### src/rtl/mdu_pkg.sv
// Shared definitions for the multiply/divide unit: op encodings, FSM states
// and iteration constants.
package mdu_pkg;

    localparam int MDU_WIDTH = 32;
    localparam int MDU_ITER  = 32;

    typedef enum logic [1:0] {
        OP_MULT  = 2'b00,
        OP_MULTU = 2'b01,
        OP_DIV   = 2'b10,
        OP_DIVU  = 2'b11
    } mdu_op_e;

    typedef enum logic [1:0] {
        IDLE = 2'b00,
        RUN  = 2'b01,
        FIX  = 2'b10
    } mdu_state_e;

    function automatic logic op_is_signed(input logic [1:0] op);
        return ~op[0];
    endfunction

    function automatic logic op_is_div(input logic [1:0] op);
        return op[1];
    endfunction

endpackage

### src/rtl/mdu_signfix.sv
// Combinational sign handling: operand magnitudes on the way in, result
// negation on the way out.
module mdu_signfix
    import mdu_pkg::*;
(
    input  logic                   is_signed,
    input  logic [MDU_WIDTH-1:0]   a,
    input  logic [MDU_WIDTH-1:0]   b,
    output logic [MDU_WIDTH-1:0]   a_mag,
    output logic [MDU_WIDTH-1:0]   b_mag,
    output logic                   a_neg,
    output logic                   b_neg,
    input  logic [2*MDU_WIDTH-1:0] res,
    input  logic                   neg_full,
    input  logic                   neg_hi,
    input  logic                   neg_lo,
    output logic [2*MDU_WIDTH-1:0] fixed
);

    // Operand magnitude extraction
    always_comb begin
        a_neg = is_signed & a[MDU_WIDTH-1];
        b_neg = is_signed & b[MDU_WIDTH-1];
        if (a_neg) a_mag = 32'd0 - a;
        else       a_mag = a;
        if (b_neg) b_mag = 32'd0 - b;
        else       b_mag = b;
    end

    // Result negation: whole 64-bit product, or HI/LO halves independently
    always_comb begin
        fixed = res;
        if (neg_full) begin
            fixed = 64'd0 - res;
        end else begin
            if (neg_hi) fixed[63:32] = 32'd0 - res[63:32];
            else        fixed[63:32] = res[63:32];
            if (neg_lo) fixed[31:0]  = 32'd0 - res[31:0];
            else        fixed[31:0]  = res[31:0];
        end
    end

endmodule

### src/rtl/mult_div_unit.sv
// Iterative 32-bit multiply/divide unit with HI/LO result registers;
// one shift-add or restoring-subtract step per cycle on operand magnitudes.
module mult_div_unit
    import mdu_pkg::*;
(
    input  logic                 clk,
    input  logic                 rst,
    input  logic                 start,
    input  logic [1:0]           op,
    input  logic [MDU_WIDTH-1:0] rs_data,
    input  logic [MDU_WIDTH-1:0] rt_data,
    input  logic                 mthi,
    input  logic                 mtlo,
    input  logic [MDU_WIDTH-1:0] mt_data,
    output logic                 busy,
    output logic                 done,
    output logic [MDU_WIDTH-1:0] hi,
    output logic [MDU_WIDTH-1:0] lo
);

    localparam logic [4:0] CNT_LAST = 5'(MDU_ITER - 1);

    mdu_state_e         state_r, next_state_s;
    logic [1:0]         op_r;
    logic [4:0]         cnt_r;
    logic [32:0]        work_hi_r;
    logic [31:0]        work_lo_r;
    logic [31:0]        operand_r;
    logic               a_neg_r, b_neg_r, div_zero_r;
    logic               busy_r, done_r;
    logic [31:0]        hi_r, lo_r;

    logic [31:0]        a_mag_s, b_mag_s;
    logic               a_neg_s, b_neg_s;
    logic [32:0]        mul_sum_s, div_shift_s, div_diff_s;
    logic               div_ge_s;
    logic               neg_full_s, neg_hi_s, neg_lo_s;
    logic [63:0]        fixed_s;

    mdu_signfix u_signfix (
        .is_signed (op_is_signed(op)),
        .a         (rs_data),
        .b         (rt_data),
        .a_mag     (a_mag_s),
        .b_mag     (b_mag_s),
        .a_neg     (a_neg_s),
        .b_neg     (b_neg_s),
        .res       ({work_hi_r[31:0], work_lo_r}),
        .neg_full  (neg_full_s),
        .neg_hi    (neg_hi_s),
        .neg_lo    (neg_lo_s),
        .fixed     (fixed_s)
    );

    // Next-state logic
    always_comb begin
        next_state_s = state_r;
        case (state_r)
            IDLE: begin
                if (start) next_state_s = RUN;
                else       next_state_s = IDLE;
            end
            RUN: begin
                if (cnt_r == CNT_LAST) next_state_s = FIX;
                else                   next_state_s = RUN;
            end
            FIX:     next_state_s = IDLE;
            default: next_state_s = IDLE;
        endcase
    end

    // Iteration step and sign-correction selects
    always_comb begin
        mul_sum_s   = {1'b0, work_hi_r[31:0]} + (work_lo_r[0] ? {1'b0, operand_r} : 33'd0);
        div_shift_s = {work_hi_r[31:0], work_lo_r[31]};
        div_ge_s    = (div_shift_s >= {1'b0, operand_r});
        div_diff_s  = div_shift_s - {1'b0, operand_r};
        neg_full_s  = op_is_signed(op_r) & ~op_is_div(op_r) & (a_neg_r ^ b_neg_r);
        neg_hi_s    = op_is_signed(op_r) &  op_is_div(op_r) & a_neg_r;
        // A zero divisor always yields an all-ones quotient, whatever the signs
        neg_lo_s    = op_is_signed(op_r) &  op_is_div(op_r) & (a_neg_r ^ b_neg_r) & ~div_zero_r;
    end

    // State register
    always_ff @(posedge clk or posedge rst) begin
        if (rst) state_r <= IDLE;
        else     state_r <= next_state_s;
    end

    // Datapath, HI/LO and status registers
    always_ff @(posedge clk or posedge rst) begin
        if (rst) begin
            op_r       <= 2'b00;
            cnt_r      <= 5'd0;
            work_hi_r  <= 33'd0;
            work_lo_r  <= 32'd0;
            operand_r  <= 32'd0;
            a_neg_r    <= 1'b0;
            b_neg_r    <= 1'b0;
            div_zero_r <= 1'b0;
            busy_r     <= 1'b0;
            done_r     <= 1'b0;
            hi_r       <= 32'd0;
            lo_r       <= 32'd0;
        end else begin
            busy_r <= (next_state_s != IDLE);
            done_r <= 1'b0;
            case (state_r)
                IDLE: begin
                    if (mthi) hi_r <= mt_data;
                    if (mtlo) lo_r <= mt_data;
                    if (start) begin
                        op_r       <= op;
                        cnt_r      <= 5'd0;
                        a_neg_r    <= a_neg_s;
                        b_neg_r    <= b_neg_s;
                        div_zero_r <= (rt_data == 32'd0);
                        work_hi_r  <= 33'd0;
                        if (op_is_div(op)) begin
                            operand_r <= b_mag_s;
                            work_lo_r <= a_mag_s;
                        end else begin
                            operand_r <= a_mag_s;
                            work_lo_r <= b_mag_s;
                        end
                    end
                end
                RUN: begin
                    cnt_r <= cnt_r + 5'd1;
                    if (op_is_div(op_r)) begin
                        if (div_ge_s) begin
                            work_hi_r <= div_diff_s;
                            work_lo_r <= {work_lo_r[30:0], 1'b1};
                        end else begin
                            work_hi_r <= div_shift_s;
                            work_lo_r <= {work_lo_r[30:0], 1'b0};
                        end
                    end else begin
                        work_hi_r <= {1'b0, mul_sum_s[32:1]};
                        work_lo_r <= {mul_sum_s[0], work_lo_r[31:1]};
                    end
                end
                FIX: begin
                    hi_r   <= fixed_s[63:32];
                    lo_r   <= fixed_s[31:0];
                    done_r <= 1'b1;
                    cnt_r  <= 5'd0;
                end
                default: begin
                    cnt_r <= 5'd0;
                end
            endcase
        end
    end

    assign busy = busy_r;
    assign done = done_r;
    assign hi   = hi_r;
    assign lo   = lo_r;

endmodule

### config.mk
export PLATFORM = sky130hd
export DESIGN_NAME = mult_div_unit
export DESIGN_NICKNAME = d
export VERILOG_FILES = /design/src/rtl/mdu_pkg.sv /design/src/rtl/mdu_signfix.sv /design/src/rtl/mult_div_unit.sv
export SDC_FILE = /design/constraint.sdc
export NUM_CORES = 1
export LEC_CHECK = 0
export BUFFER_PORTS_ARGS = -buffer_cell sky130_fd_sc_hd__buf_4
export CAP_MARGIN = 20
export CORE_MARGIN = 2
export CORE_UTILIZATION = 35
export DETAILED_ROUTE_END_ITERATION = 10
export PLACE_DENSITY_LB_ADDON = 0.05
export SYNTH_ARGS = -nofsm -noshare
export SYNTH_HDL_FRONTEND = slang
export SYNTH_HIERARCHICAL = 1
export SYNTH_SLANG_ARGS = --single-unit
export TNS_END_PERCENT = 5
### constraint.sdc
create_clock -name clk -period 6.45 [get_ports clk]
set_clock_uncertainty 0.2 [all_clocks]
set_input_delay 0.645 -clock clk [delete_from_list [all_inputs] [get_ports clk]]
set_output_delay 0.645 -clock clk [all_outputs]
set_load 0.005 [all_outputs]
==> qor.yml <==
status: "completed"
synth_flop_cell: "dfrtp_1"
cp_slowest_cell: "a2111oi_0"
port_buffers: 168
cts.reportedPaths.clkPinSlew_ns: 0.08
fin_cells: 2561
ios: 169
worstPathCellList: "and2_1 > ha_1 > inv_1 > fa_1 > nand2b_1 > a21oi_1 > a2111oi_0 > o211ai_2 > a31oi_4 > o31ai_4 > a41oi_1 > or3_1 > a21oi_1 > a211o_1"
tightest_slew_ns: 1.07
num_rows: 76
synth_edf_count: 0
slew_headroom_pct: 28.3
syn-num-nets: 2077
grt_max_degree: 98
cts_sinks: 174
cts_resized: 0
drt_iter0_drc: 1272
slew_viol_final: 0
clock_latency_ns: 0.50
fin_crit_ns: 4.33
postSynthCellCount: 1902
core_mm2: 0.0428
max_freq_mhz: 231
routabilityCongestion: 0.916
ys_seq_area_share_pct: 28.9
fillCellCount: 4414
start_util_pct: 35.2
viasPerCell: 5.60
synth_most_common_cell: "nand2_1"
min_path_type: "in -> async"
antenna_left: 0
numCtsBuffers: 17
drtPass1Iterations: 8
die_x_um: 211
cts_tree: "built"
grt_pass1_wl_um: 86000
area_growth_syn_to_layout_pct: 15.6
place_hpwl_um: 44400
yosys-top-cells-area: "dfrtp_1 29%, o21ai_0 7.6%, nand2_1 6.8%"
async_flop_share_pct: 100
crit_family: "compound AO/OA/AOI/OAI gates"
hold_buffers: 0
netlist_area_mm2: 0.0151
die_area_mm2: 0.0447
drc: 0
power.density_mw_per_mm2: 605
max_stage_delay_ns: 0.82
ys_ff_latch: 174
hold_violations: 0
leakagePower_uw: 0.00769
yosys_warnings: 6
tns_ns: 0
antenna_found_initial: 0
grt_pass1_vias: 14000
synth_top_area_share_pct: 28.9
crit_required_ns: 6.63
drv_cap: 0
avgRoutedWirePerCell_um: 22.2
fin_crit_sh_pct: 67.2
track_usage_pct: 25.8
die_h_um: 211
rsz0062_at_grt: "no"
cp-start-kind: "register"
htreeDepth: 4
clockBufferDepth: 2
cts_root_buf: "clkbuf_16"
cpMostUsedCell: "a21oi_1"
antennaDiodeCount: 0
syn_area_per_cell_um2: 7.92
layout-drive-gt1-share_pct: 13.9
worstPathMaxFanout: 17
drt-total-wl_um: 56700
cp-end-kind: "register"
setup_viol: 0
synthTopCellsByCount: "271 x nand2_1, 230 x o21ai_0, 174 x dfrtp_1, 173 x a21oi_1, 92 x xnor2_1"
dp.cells: 2529
irDropWorstVdd_mv: 0.210
overflow: 0
yosys.area.top_type: "dfrtp_1"
crit_buf_inv: 1
vias: 14400
crit_arrival_ns: 4.51
critPathKind: "reg -> reg"
final_nets: 2177
synth.distinct_cells: 79
whs_ns: 0.0634
post_cts_buffers: 0
-- power by group --
group          switching [uW]  total (uW)  internal [uW]  leakage (uW)
Clock                     555        1160            603      0.000305
Combinational            4010        6810           2800       0.00526
Sequential                935        2580           1640       0.00213
Total                    5500       10500           5050       0.00769
-- routing by layer --
metal  vias up  global-route usage (%)  routed length [um]
met1      6875                    35.5               26600
met2       419                    41.7               26300
met3        64                    3.95                2330
met4         0                    8.06                1440
met5         -                       0                   0
li1       6996                       -                   -
-- state kept, by name (all words and copies together) (netlist names) --
name	cells
hi	32
lo	32
operand_r	32
work_hi_r	32
work_lo_r	32
cnt_r	5
op_r	2
state_r	2
a_neg_r	1
b_neg_r	1
busy	1
div_zero_r	1
done	1
-- path summary, 6_finish.rpt --
path | from | endpoint | slack (ns) | cells after the start
worst min register to register | hi[11] | hi[11] | 0.28 | 2
worst max-delay path | work_lo_r[0] | work_hi_r[29] | 2.12 | 14
min in group clk | hi[11] | hi[11] | 0.28 | 2
worst min-delay path | rst | work_hi_r[10] | 0.06 | 2
max in group asynchronous | rst | work_lo_r[16] | 4.93 | 3
worst max register to register | work_lo_r[0] | work_hi_r[29] | 2.12 | 14
-- through the flow --
stage | util, % | area [um2] | setup WS [ns] | power [uW]
3_3_place_gp | 39.2 | 16800 | 2.22 | 9370
2_1_floorplan | - | 15100 | 0.888 | 6940
6_report | 40.7 | 17400 | 2.12 | 10500
4_1_cts | 40.7 | 17400 | 2.16 | 10600
3_5_place_dp | 39.2 | 16800 | 2.14 | 9360
5_1_grt | 40.7 | 17400 | 1.80 | 11400
-- worst reg2reg max path, cell delays in order, from the launching register on --
cell	delay, ns
dfrtp_1	0.57
and2_1	0.24
ha_1	0.21
inv_1	0.08
fa_1	0.17
nand2b_1	0.18
a21oi_1	0.15
a2111oi_0	0.82
o211ai_2	0.25
a31oi_4	0.34
o31ai_4	0.15
a41oi_1	0.36
or3_1	0.16
a21oi_1	0.07
a211o_1	0.28
-- cell type report --
cell class / instances / area [um2] / area share (%)
clock buffer: 18 / 439 / 2.52
timing repair buffer: 183 / 1390 / 7.96
multi-input combinational: 1555 / 10100 / 58.0
inverter: 71 / 272 / 1.56
sequential: 174 / 4350 / 25.0
clock inverter: 14 / 189 / 1.08
tap: 546 / 683 / 3.92
-- cell families after synthesis --
family	Yosys count	share of synthesized area, %
AND/OR/NAND/NOR	612	19.7
AO/OA/AOI/OAI	586	23.1
XOR/XNOR	174	10.1
flip-flops	174	28.9
buffers and inverters	173	4.43
multiplexers	111	7.63
adder cells (fa/ha/maj)	72	6.08
-- layout by cell type (no fill, tap or decap), types with 34 or more instances in the layout --
master | Yosys | routed
nand2_1 | 271 | 270
o21ai_0 | 230 | 230
buf_4 | 4 | 182
dfrtp_1 | 174 | 174
a21oi_1 | 173 | 173
xnor2_1 | 92 | 92
xor2_1 | 82 | 82
nor2_1 | 81 | 81
mux2i_1 | 80 | 80
ha_1 | 70 | 70
inv_1 | 70 | 69
nor2b_1 | 40 | 39
and2_1 | 39 | 39
nor3_1 | 35 | 34
(Power assumes the default switching activity.)
